### src/rtl/sel_seq_8_v.sv
// sel_seq_8_v: serialises one accepted byte through an external 8:1 mux.
// The block latches the byte onto o_code, steps the mux select across all
// eight positions, samples the mux output i_f on each step, and reports the
// sampled bits, an end-of-byte pulse and the XOR parity of the sampled bits.
module sel_seq_8_v #(
    parameter int LSB_FIRST = 1
) (
    input  logic       i_clk,
    input  logic       i_rst,
    input  logic       i_valid,
    input  logic [7:0] i_data,
    output logic       o_ready,
    input  logic       i_hold,
    output logic [7:0] o_code,
    output logic [2:0] o_sel_code,
    output logic       o_en,
    input  logic       i_f,
    output logic       o_bit,
    output logic       o_bit_valid,
    output logic       o_last,
    output logic       o_done,
    output logic       o_parity
);

    typedef enum logic [1:0] {
        ST_IDLE  = 2'd0,
        ST_SHIFT = 2'd1,
        ST_DONE  = 2'd2
    } state_t;

    // First select position and the per-step select move depend on bit order.
    localparam logic [2:0] SEL_START = (LSB_FIRST != 0) ? 3'd0 : 3'd7;

    state_t     state_q, state_d;
    logic [7:0] code_q, code_d;
    logic [2:0] sel_q, sel_d;
    logic       en_q, en_d;
    logic [2:0] cnt_q, cnt_d;
    logic       acc_q, acc_d;
    logic       bit_q, bit_d;
    logic       bit_valid_q, bit_valid_d;
    logic       last_q, last_d;

    // Next-state and datapath: every register holds unless a rule below moves it.
    always_comb begin
        state_d     = state_q;
        code_d      = code_q;
        sel_d       = sel_q;
        en_d        = en_q;
        cnt_d       = cnt_q;
        acc_d       = acc_q;
        bit_d       = bit_q;
        bit_valid_d = 1'b0;
        last_d      = 1'b0;

        case (state_q)
            ST_IDLE: begin
                if (i_valid) begin
                    code_d  = i_data;
                    sel_d   = SEL_START;
                    en_d    = 1'b1;
                    cnt_d   = 3'd0;
                    acc_d   = 1'b0;
                    state_d = ST_SHIFT;
                end
            end
            ST_SHIFT: begin
                // A held step freezes select, count and parity; o_bit keeps its value.
                if (!i_hold) begin
                    bit_d       = i_f;
                    bit_valid_d = 1'b1;
                    acc_d       = acc_q ^ i_f;
                    if (cnt_q == 3'd7) begin
                        // Eighth sample: park the mux and finish the byte.
                        last_d  = 1'b1;
                        en_d    = 1'b0;
                        sel_d   = 3'd0;
                        cnt_d   = 3'd0;
                        state_d = ST_DONE;
                    end else begin
                        cnt_d = cnt_q + 3'd1;
                        sel_d = (LSB_FIRST != 0) ? (sel_q + 3'd1) : (sel_q - 3'd1);
                    end
                end
            end
            ST_DONE: begin
                state_d = ST_IDLE;
            end
            default: begin
                state_d = ST_IDLE;
            end
        endcase
    end

    // State register with synchronous reset taking priority over all inputs.
    always_ff @(posedge i_clk) begin
        if (i_rst) begin
            state_q     <= ST_IDLE;
            code_q      <= 8'd0;
            sel_q       <= 3'd0;
            en_q        <= 1'b0;
            cnt_q       <= 3'd0;
            acc_q       <= 1'b0;
            bit_q       <= 1'b0;
            bit_valid_q <= 1'b0;
            last_q      <= 1'b0;
        end else begin
            state_q     <= state_d;
            code_q      <= code_d;
            sel_q       <= sel_d;
            en_q        <= en_d;
            cnt_q       <= cnt_d;
            acc_q       <= acc_d;
            bit_q       <= bit_d;
            bit_valid_q <= bit_valid_d;
            last_q      <= last_d;
        end
    end

    assign o_ready     = (state_q == ST_IDLE) && !i_rst;
    assign o_code      = code_q;
    assign o_sel_code  = sel_q;
    assign o_en        = en_q;
    assign o_bit       = bit_q;
    assign o_bit_valid = bit_valid_q;
    assign o_last      = last_q;
    assign o_done      = (state_q == ST_DONE);
    assign o_parity    = (state_q == ST_DONE) ? acc_q : 1'b0;

endmodule
### config.mk
export PLATFORM = sky130hd
export DESIGN_NAME = sel_seq_8_v
export DESIGN_NICKNAME = d
export VERILOG_FILES = /design/src/rtl/sel_seq_8_v.sv
export SDC_FILE = /design/constraint.sdc
export NUM_CORES = 1
export LEC_CHECK = 0
export ABC_AREA = 0
export CAP_MARGIN = 20
export CORE_ASPECT_RATIO = 0.75
export CORE_MARGIN = 8
export CORE_UTILIZATION = 43
export DETAILED_ROUTE_END_ITERATION = 12
export PLACE_DENSITY = 0.8
export SLEW_MARGIN = 20
export SYNTH_ARGS = -nofsm -noshare
export SYNTH_HDL_FRONTEND = slang
export SYNTH_SLANG_ARGS = --single-unit
### constraint.sdc
create_clock -name i_clk -period 1.79 [get_ports i_clk]
set_input_delay 0.2685 -clock i_clk [delete_from_list [all_inputs] [get_ports i_clk]]
set_output_delay 0.2685 -clock i_clk [all_outputs]
set_load 0.02 [all_outputs]
# Yosys cells after proc, flatten, opt, wreduce, memory -nomap -nowiden
# Index checks and enable logic that the tools add are counted.
# W data, S select, Z words.
# op_classes
n_mux	21
add_sub_neg	2
reduce_logical	11
bitwise	3
n_eq_ne	6
# op_table
cell	n
$mux W3	5
$pmux W3 S2	2
$mux W1	8
$add A3 B1 Y3 const B	2
$mux W2	3
$ne A2 B2 Y1 const B	3
$reduce_and A3 Y1	2
$pmux W1 S2	2
$pmux W2 S2	1
$reduce_and A2 Y1	2
$reduce_and A4 Y1	1
$eq A3 B3 Y1 const B	1
$reduce_or A3 Y1	1
$eq A2 B1 Y1 const B	1
$eq A2 B2 Y1 const B	1
$logic_not A2 Y1	1
$not A1 Y1	2
$reduce_bool A2 Y1	1
$reduce_or A2 Y1	1
$logic_and A1 B1 Y1	1
$logic_not A1 Y1	1
$xor A1 B1 Y1	1
# word_totals
elab_cells	52
regBits	21
in_bits	13
out_inout_bits	18

# Logic depth before layout (Yosys ltp)
# Gate-level depths: netlist (run 1).
# logic_depth
word_depth	4
depth_mapped	5
mapped_depth_nobuf	5

# Least setup slack after synthesis (run 1)
# Ideal clock, no wire load.
# synth_path
kind	reg-to-reg
start	register cnt_q[0]
end	register cnt_q[0]
stages_incl_launch_ff	6
path_buffers	0
path_slack_ps	189
arrival_ps	1533
t_required_ps	1721
synth_period_minus_slack_ps	1601
path_cell_list	dfxtp_1 > ha_1 > ha_1 > or4b_1 > or3_1 > o21ai_1
# synth_between
elab_chain_len	4
# synth_rtl
element	line	rtl
from (decl)	38	logic [2:0] cnt_q, cnt_d;
from (signal assigned)	112	cnt_q <= cnt_d;
$add A3 B1 Y3 or $eq A3 B3 Y1 (tied branches)	81, 73	
$mux W3 *	73	if (cnt_q == 3'd7) begin
$mux W3 *	69	if (!i_hold) begin
$pmux W3 S2 *	56	case (state_q)
# Every way passes the cells marked *; elsewhere a longest branch is shown, timed or not. The select of a mux whose other input is x is not followed.
# A chain may end at the register's enable or synchronous reset.

# Worst setup path after layout (run 1)
# Ends and elaborated chain as after synthesis.

==> run_results.csv, run 1 <==
group,metric,value,unit
cts,clkSinkCount,21,
cts,clk_latency,300,ps
finish,final_area,1280,µm²
sta,fmax,584,MHz
floorplanning,ios,31,
yosys,synth_nets,108,
cts,clock-root-buffer,"clkbuf_4",
finish,syn2layout_area_growth,40.7,%
finish,nFillCells,182,
grt,grt_pass1_vias,721,
cts,cts_resized,3,
drt,viasPerCell,4.99,
cts,hold_buffers,0,
sta,rsz0062_at_grt,"false",
yosys,synth.cell_area,913,µm²
floorplanning,die_y,55.9,µm
finish,fin_nets,144,
yosys,synth_seq_area_share,46.0,%
job,max-cap-violations,0,
run_status,outcome,"finished, final reports clean",
floorplanning,initial_utilization,45.3,%
place,dpl_cell_area,1260,µm²
sta,tns,0,ps
drt,drc,0,
place,place_congestion,0.707,
floorplanning,core,2010,µm²
floorplanning,dieArea,3870,µm²
place,port_buffers,30,
critical_path,reg2reg_depth,5,
finish,final_common_cell,"clkdlybuf4s50_1",
yosys,synth_seq_cells,21,
cts,cts_max_level,1,
critical_path,arrival,1950,ps
floorplanning,rows,14,
worst_hold_path,holdPathStages,2,
critical_path,end_kind,"register",
pwr,p_per_area,706,nW/µm²
sta,whs,485,ps
critical_path,critPathLaunchType,"register",
critical_path,cp.required,2030,ps
sta,worstMarginPinSlew,376,ps
sta,final-hold-violation-count,0,
finish,diodes,0,
cts,numCtsBuffers,3,
critical_path,cp_max_fo,3,
sta,skew,2.95,ps
cts,cts_tree,"done",
yosys,synth_cell_types,25,
sta,slew_headroom,74.6,%
place,hpwl,1590,µm
drt,drt_iter0_drc,24,
cts,cts_buffer_depth,2,
grt,grt_overflow,0,
yosys,yosys_warnings,0,
critical_path,crit_type,"register to register",
finish,final_cell_mix,"27 x clkdlybuf4s50_1, 20 x dfxtp_1, 11 x mux2i_1",
sta,finalMaxSlewViolations,0,
sta,finalSetupViolations,0,
finish,drive_gt1_share,9.45,%
finish,final_cells,151,
place,dp_cells,147,
sta,min_period,1710,ps
worst_hold_path,hold_class,"register to register",
yosys,avgSynthCellArea,9.93,µm²
cts,post_cts_buffers,0,
grt,grt_usage,11.2,%
grt,antenna_found_initial,0,
drt,detail_route.wl_per_cell,14.0,µm
yosys,synth_cells,92,
cts,clkSlewWorstSetupHoldPaths,110,ps
drt,antenna_left,0,
pwr,peakVddDrop,0.000666,V
sta,period_share,95.7,%
floorplanning,fp.dieW,69.2,µm
drt,firstDrtPassIters,4,
drt,vias,754,
grt,grt_max_degree,26,
pwr,power,0.908,mW
grt,grt_pass1_wl,3570,µm
drt,routed_wl,2110,µm
pwr,static-leakage-power,0.512,nW
[worst max-delay path, cell delays in order (launching register included)]
cell,delay [ps]
dfxtp_2,340
ha_1,190
ha_1,210
or4b_1,520
or3_1,310
o21ai_1,70
[power by group]
group          switching (mW)  total (mW)  internal, mW
clock network           0.139       0.226        0.0869
logic                  0.0837       0.180        0.0959
registers              0.0137       0.503         0.489
[logic make-up (layout without fill, tap and decap cells)]
| family | count (synthesis) | in the layout | synth area share (%) |
|---|---|---|---|
| flops | 21 | 21 | 46.0 |
| compound gates | 12 | 12 | 8.91 |
| simple gates | 40 | 40 | 25.9 |
| mux | 11 | 11 | 12.1 |
| fa+ha+maj | 3 | 3 | 4.11 |
| buf+inv | 5 | 40 | 3.01 |
[registers in the layout (all words and copies together) (netlist names)]
name / count
o_code: 8
cnt_q: 3
o_sel_code: 3
state_q: 2
acc_q: 1
o_bit: 1
o_bit_valid: 1
o_en: 1
o_last: 1
[routing by layer]
layer / part of all wire [%] / routed length, µm / global-route usage [%]
met4: 1.4 / 30 / 3.50
met5: 0 / 0 / 0
met3: 4.1 / 86 / 4.10
met2: 50 / 1050 / 19.0
met1: 45 / 939 / 12.7
[worst paths after layout]
path	slack, ps	to	from
min	490	o_bit$_SDFFE_PP0P_	o_bit$_SDFFE_PP0P_
min reg2reg	490	o_bit$_SDFFE_PP0P_	o_bit$_SDFFE_PP0P_
max reg2reg	80	cnt_q[0]$_SDFFE_PP0P_	cnt_q[0]$_SDFFE_PP0P_
max	80	cnt_q[0]$_SDFFE_PP0P_	cnt_q[0]$_SDFFE_PP0P_
[final cells by class]
type	count	area (µm²)	area share (%)
Multi-Input combinational cell	66	465	36.2
Sequential cell	21	422	32.8
Timing Repair Buffer	36	342	26.6
Tap cell	24	30.0	2.34
Clock buffer	4	26.3	2.04
[synth_stat cells]
cell	n	area (µm²)
and2_1	1	6.26
nor4b_1	1	8.76
o21bai_1	1	7.51
mux2i_1	11	110
ha_1	3	37.5
or3b_1	1	8.76
or4b_1	1	10.0
nor2b_1	4	25.0
nand2_1	4	15.0
a21oi_4	1	16.3
o21ai_0	2	10.0
nor3_1	4	20.0
a32o_1	1	10.0
buf_4	2	15.0
a211oi_1	1	7.51
nand2b_4	1	13.8
a21oi_1	2	10.0
nor3b_1	4	30.0
nand2b_1	9	56.3
dfxtp_1	21	420
buf_2	1	5.00
o21ai_1	4	20.0
clkbuf_1	2	7.51
nor2_1	8	30.0
or3_1	2	12.5
[through the flow]
stage	worst slack (ps)	utilization, %
2_1_floorplan	189	-
3_3_place_gp	48.8	62.6
3_5_place_dp	47.3	62.6
4_1_cts	68.1	63.7
5_1_grt	6.12	63.8
6_report	76.6	63.8
Note: power is estimated with default switching activity, not from simulation.
==> run 2, diff against run 1 <==
--- a/config.mk
+++ b/config.mk
@@ -12,6 +12,7 @@
 export CORE_UTILIZATION = 43
 export DETAILED_ROUTE_END_ITERATION = 12
 export PLACE_DENSITY = 0.8
+export SETUP_SLACK_MARGIN = 0.4
 export SLEW_MARGIN = 20
 export SYNTH_ARGS = -nofsm -noshare
 export SYNTH_HDL_FRONTEND = slang
==> run 2 against run 1 <==
Register-to-register slack better by 60 ps. Largest cell class unchanged. Critical path depth unchanged. Critical endpoint is now o_sel_code[0]$_SDFFE_PP0P_. Final cell count is 2.0% higher. Critical path type unchanged.
==> run_results.csv, run 2 (same netlist as run 1, synthesis figures left out) <==
group,metric,value,unit
run_status,outcome,"finished, final reports clean",
drt,routed_wl,2430,µm
sta,final-hold-violation-count,0,
floorplanning,ios,31,
worst_hold_path,hold_start,"o_sel_code[1]$_SDFFE_PP0P_",
cts,cts_tree,"done",
drt,wl_met3,92,µm
cts,hold_buffers,0,
job,max-cap-violations,0,
critical_path,slowest_delay,480,ps
floorplanning,fp.dieW,69.2,µm
critical_path,critPathLaunchType,"register",
critical_path,arrival,1910,ps
sta,worstMarginPinSlew,425,ps
critical_path,cp_cell_sequence,"ha_4 > ha_4 > or4b_4 > or3_1 > o21ai_1",
drt,top_layer,"met4",
sta,finalSetupViolations,0,
worst_hold_path,hold_end,"o_sel_code[1]$_SDFFE_PP0P_",
cts,clk_latency,310,ps
finish,final_cells,154,
grt,grt_pass1_vias,773,
sta,fmax,604,MHz
pwr,p_per_area,675,nW/µm²
sta,slew_headroom,71.6,%
pwr,peakVddDrop,0.000590,V
critical_path,r2r-end,"o_sel_code[0]$_SDFFE_PP0P_",
grt,grt_overflow,0,
critical_path,critPathSlowestCell,"or4b_4",
floorplanning,dieArea,3870,µm²
floorplanning,core,2010,µm²
pwr,static-leakage-power,0.593,nW
floorplanning,rows,14,
finish,diodes,0,
finish,final_common_cell,"dfxtp_1",
critical_path,cp_max_fo,2,
critical_path,r2r-start,"cnt_q[1]$_SDFFE_PP0P_",
sta,rsz0062_at_grt,"true",
critical_path,reg2reg_depth,5,
sta,skew,6.40,ps
critical_path,r2r_slack,140,ps
finish,largest_register_ffs,8,
grt,antenna_found_initial,0,
grt,grt_max_degree,26,
drt,detail_route.wl_per_cell,15.8,µm
finish,final_cell_mix,"17 x dfxtp_1, 15 x dlygate4sd2_1, 12 x clkdlybuf4s50_1",
cts,cts_buffer_depth,2,
sta,finalMaxSlewViolations,0,
sta,whs,494,ps
place,dp_cells,146,
grt,grt_usage,12.2,%
finish,drive_gt1_share,21.5,%
grt,grt_pass1_wl,3880,µm
worst_hold_path,hold_class,"register to register",
drt,viasPerCell,5.16,
cts,clkSinkCount,21,
cts,clock-root-buffer,"clkbuf_4",
drt,drc,0,
drt,vias,794,
floorplanning,die_y,55.9,µm
critical_path,crit_type,"register to register",
place,dpl_cell_area,1280,µm²
drt,firstDrtPassIters,4,
cts,cts_max_level,1,
cts,numCtsBuffers,3,
place,port_buffers,30,
finish,final_area,1370,µm²
sta,min_period,1650,ps
sta,period_share,92.5,%
critical_path,cp.required,2040,ps
drt,drt_iter0_drc,39,
critical_path,end_kind,"register",
drt,wl_met1,1040,µm
finish,fin_nets,147,
pwr,power,0.926,mW
critical_path,crit_start,"cnt_q[1]$_SDFFE_PP0P_",
place,place_congestion,0.709,
drt,wl_met2,1260,µm
drt,antenna_left,0,
finish,syn2layout_area_growth,50.3,%
place,hpwl,1750,µm
sta,tns,0,ps
cts,clkSlewWorstSetupHoldPaths,120,ps
critical_path,crit_top_cell,"ha_4",
floorplanning,initial_utilization,45.3,%
worst_hold_path,holdPathStages,2,
-- run 2: cell count changes in the layout (fill, tap and decap cells not counted), moves of 3 or more --
cell             previous run  this run
buf_6                       0         4
clkdlybuf4s50_1            27        12
dlygate4sd2_1               3        15
dfxtp_1                    20        17
-- run 2: layout make-up --
cell class,count,area [µm²]
Tap cell,24,30.0
Multi-Input combinational cell,66,531
Sequential cell,21,430
Clock buffer,4,26.3
Fill cell,160,642
Timing Repair Buffer,39,355
-- run 2: power by group --
group          internal (mW)  leakage, nW  switching, mW
sequential             0.487        0.174         0.0152
clock                 0.0871       0.0150          0.151
combinational         0.0951        0.404         0.0908
total                  0.670        0.593          0.257
-- run 2: repair_timing --
| item | 4_1_cts | 5_1_grt |
|---|---|---|
| gates resized for setup | 27 | 17 |
| gates cloned | 0 | 1 |
| buffers inserted | 2 | 1 |
| pin swaps | 0 | 2 |
| setup endpoints to repair | 21 | 10 |
-- run 2: worst max path at each step --
stage	endpoint	slack [ps]	depth (start not counted)
2_1_floorplan	cnt_q[0]$_SDFFE_PP0P_	240	5
3_3_place_gp	o_ready	30	3
3_5_place_dp	o_ready	40	3
4_1_cts	cnt_q[0]$_SDFFE_PP0P_	140	5
5_1_grt	cnt_q[0]$_SDFFE_PP0P_	80	5
6_report	o_sel_code[0]$_SDFFE_PP0P_	140	5
-- run 2: stage by stage --
step | utilization (%) | worst slack [ps]
floorplan | - | 237
global placement | 63.7 | 33.6
detailed placement | 63.7 | 42.3
CTS | 64.4 | 138
global route | 68.1 | 76.4
finish | 68.1 | 135
-- run 2: worst max-delay path: cells and delay by family (launching register included) --
family	cells	cell delay, ps
fa+ha+maj	2	330
simple gates	2	850
flops	1	360
compound gates	1	70
-- run 2: per-layer routing --
| layer | up-vias | track usage (%) |
|---|---|---|
| met3 | 4 | 3.57 |
| met5 | - | 0 |
| met2 | 17 | 21.4 |
| li1 | 396 | - |
| met1 | 377 | 13.4 |
| met4 | 0 | 5.25 |
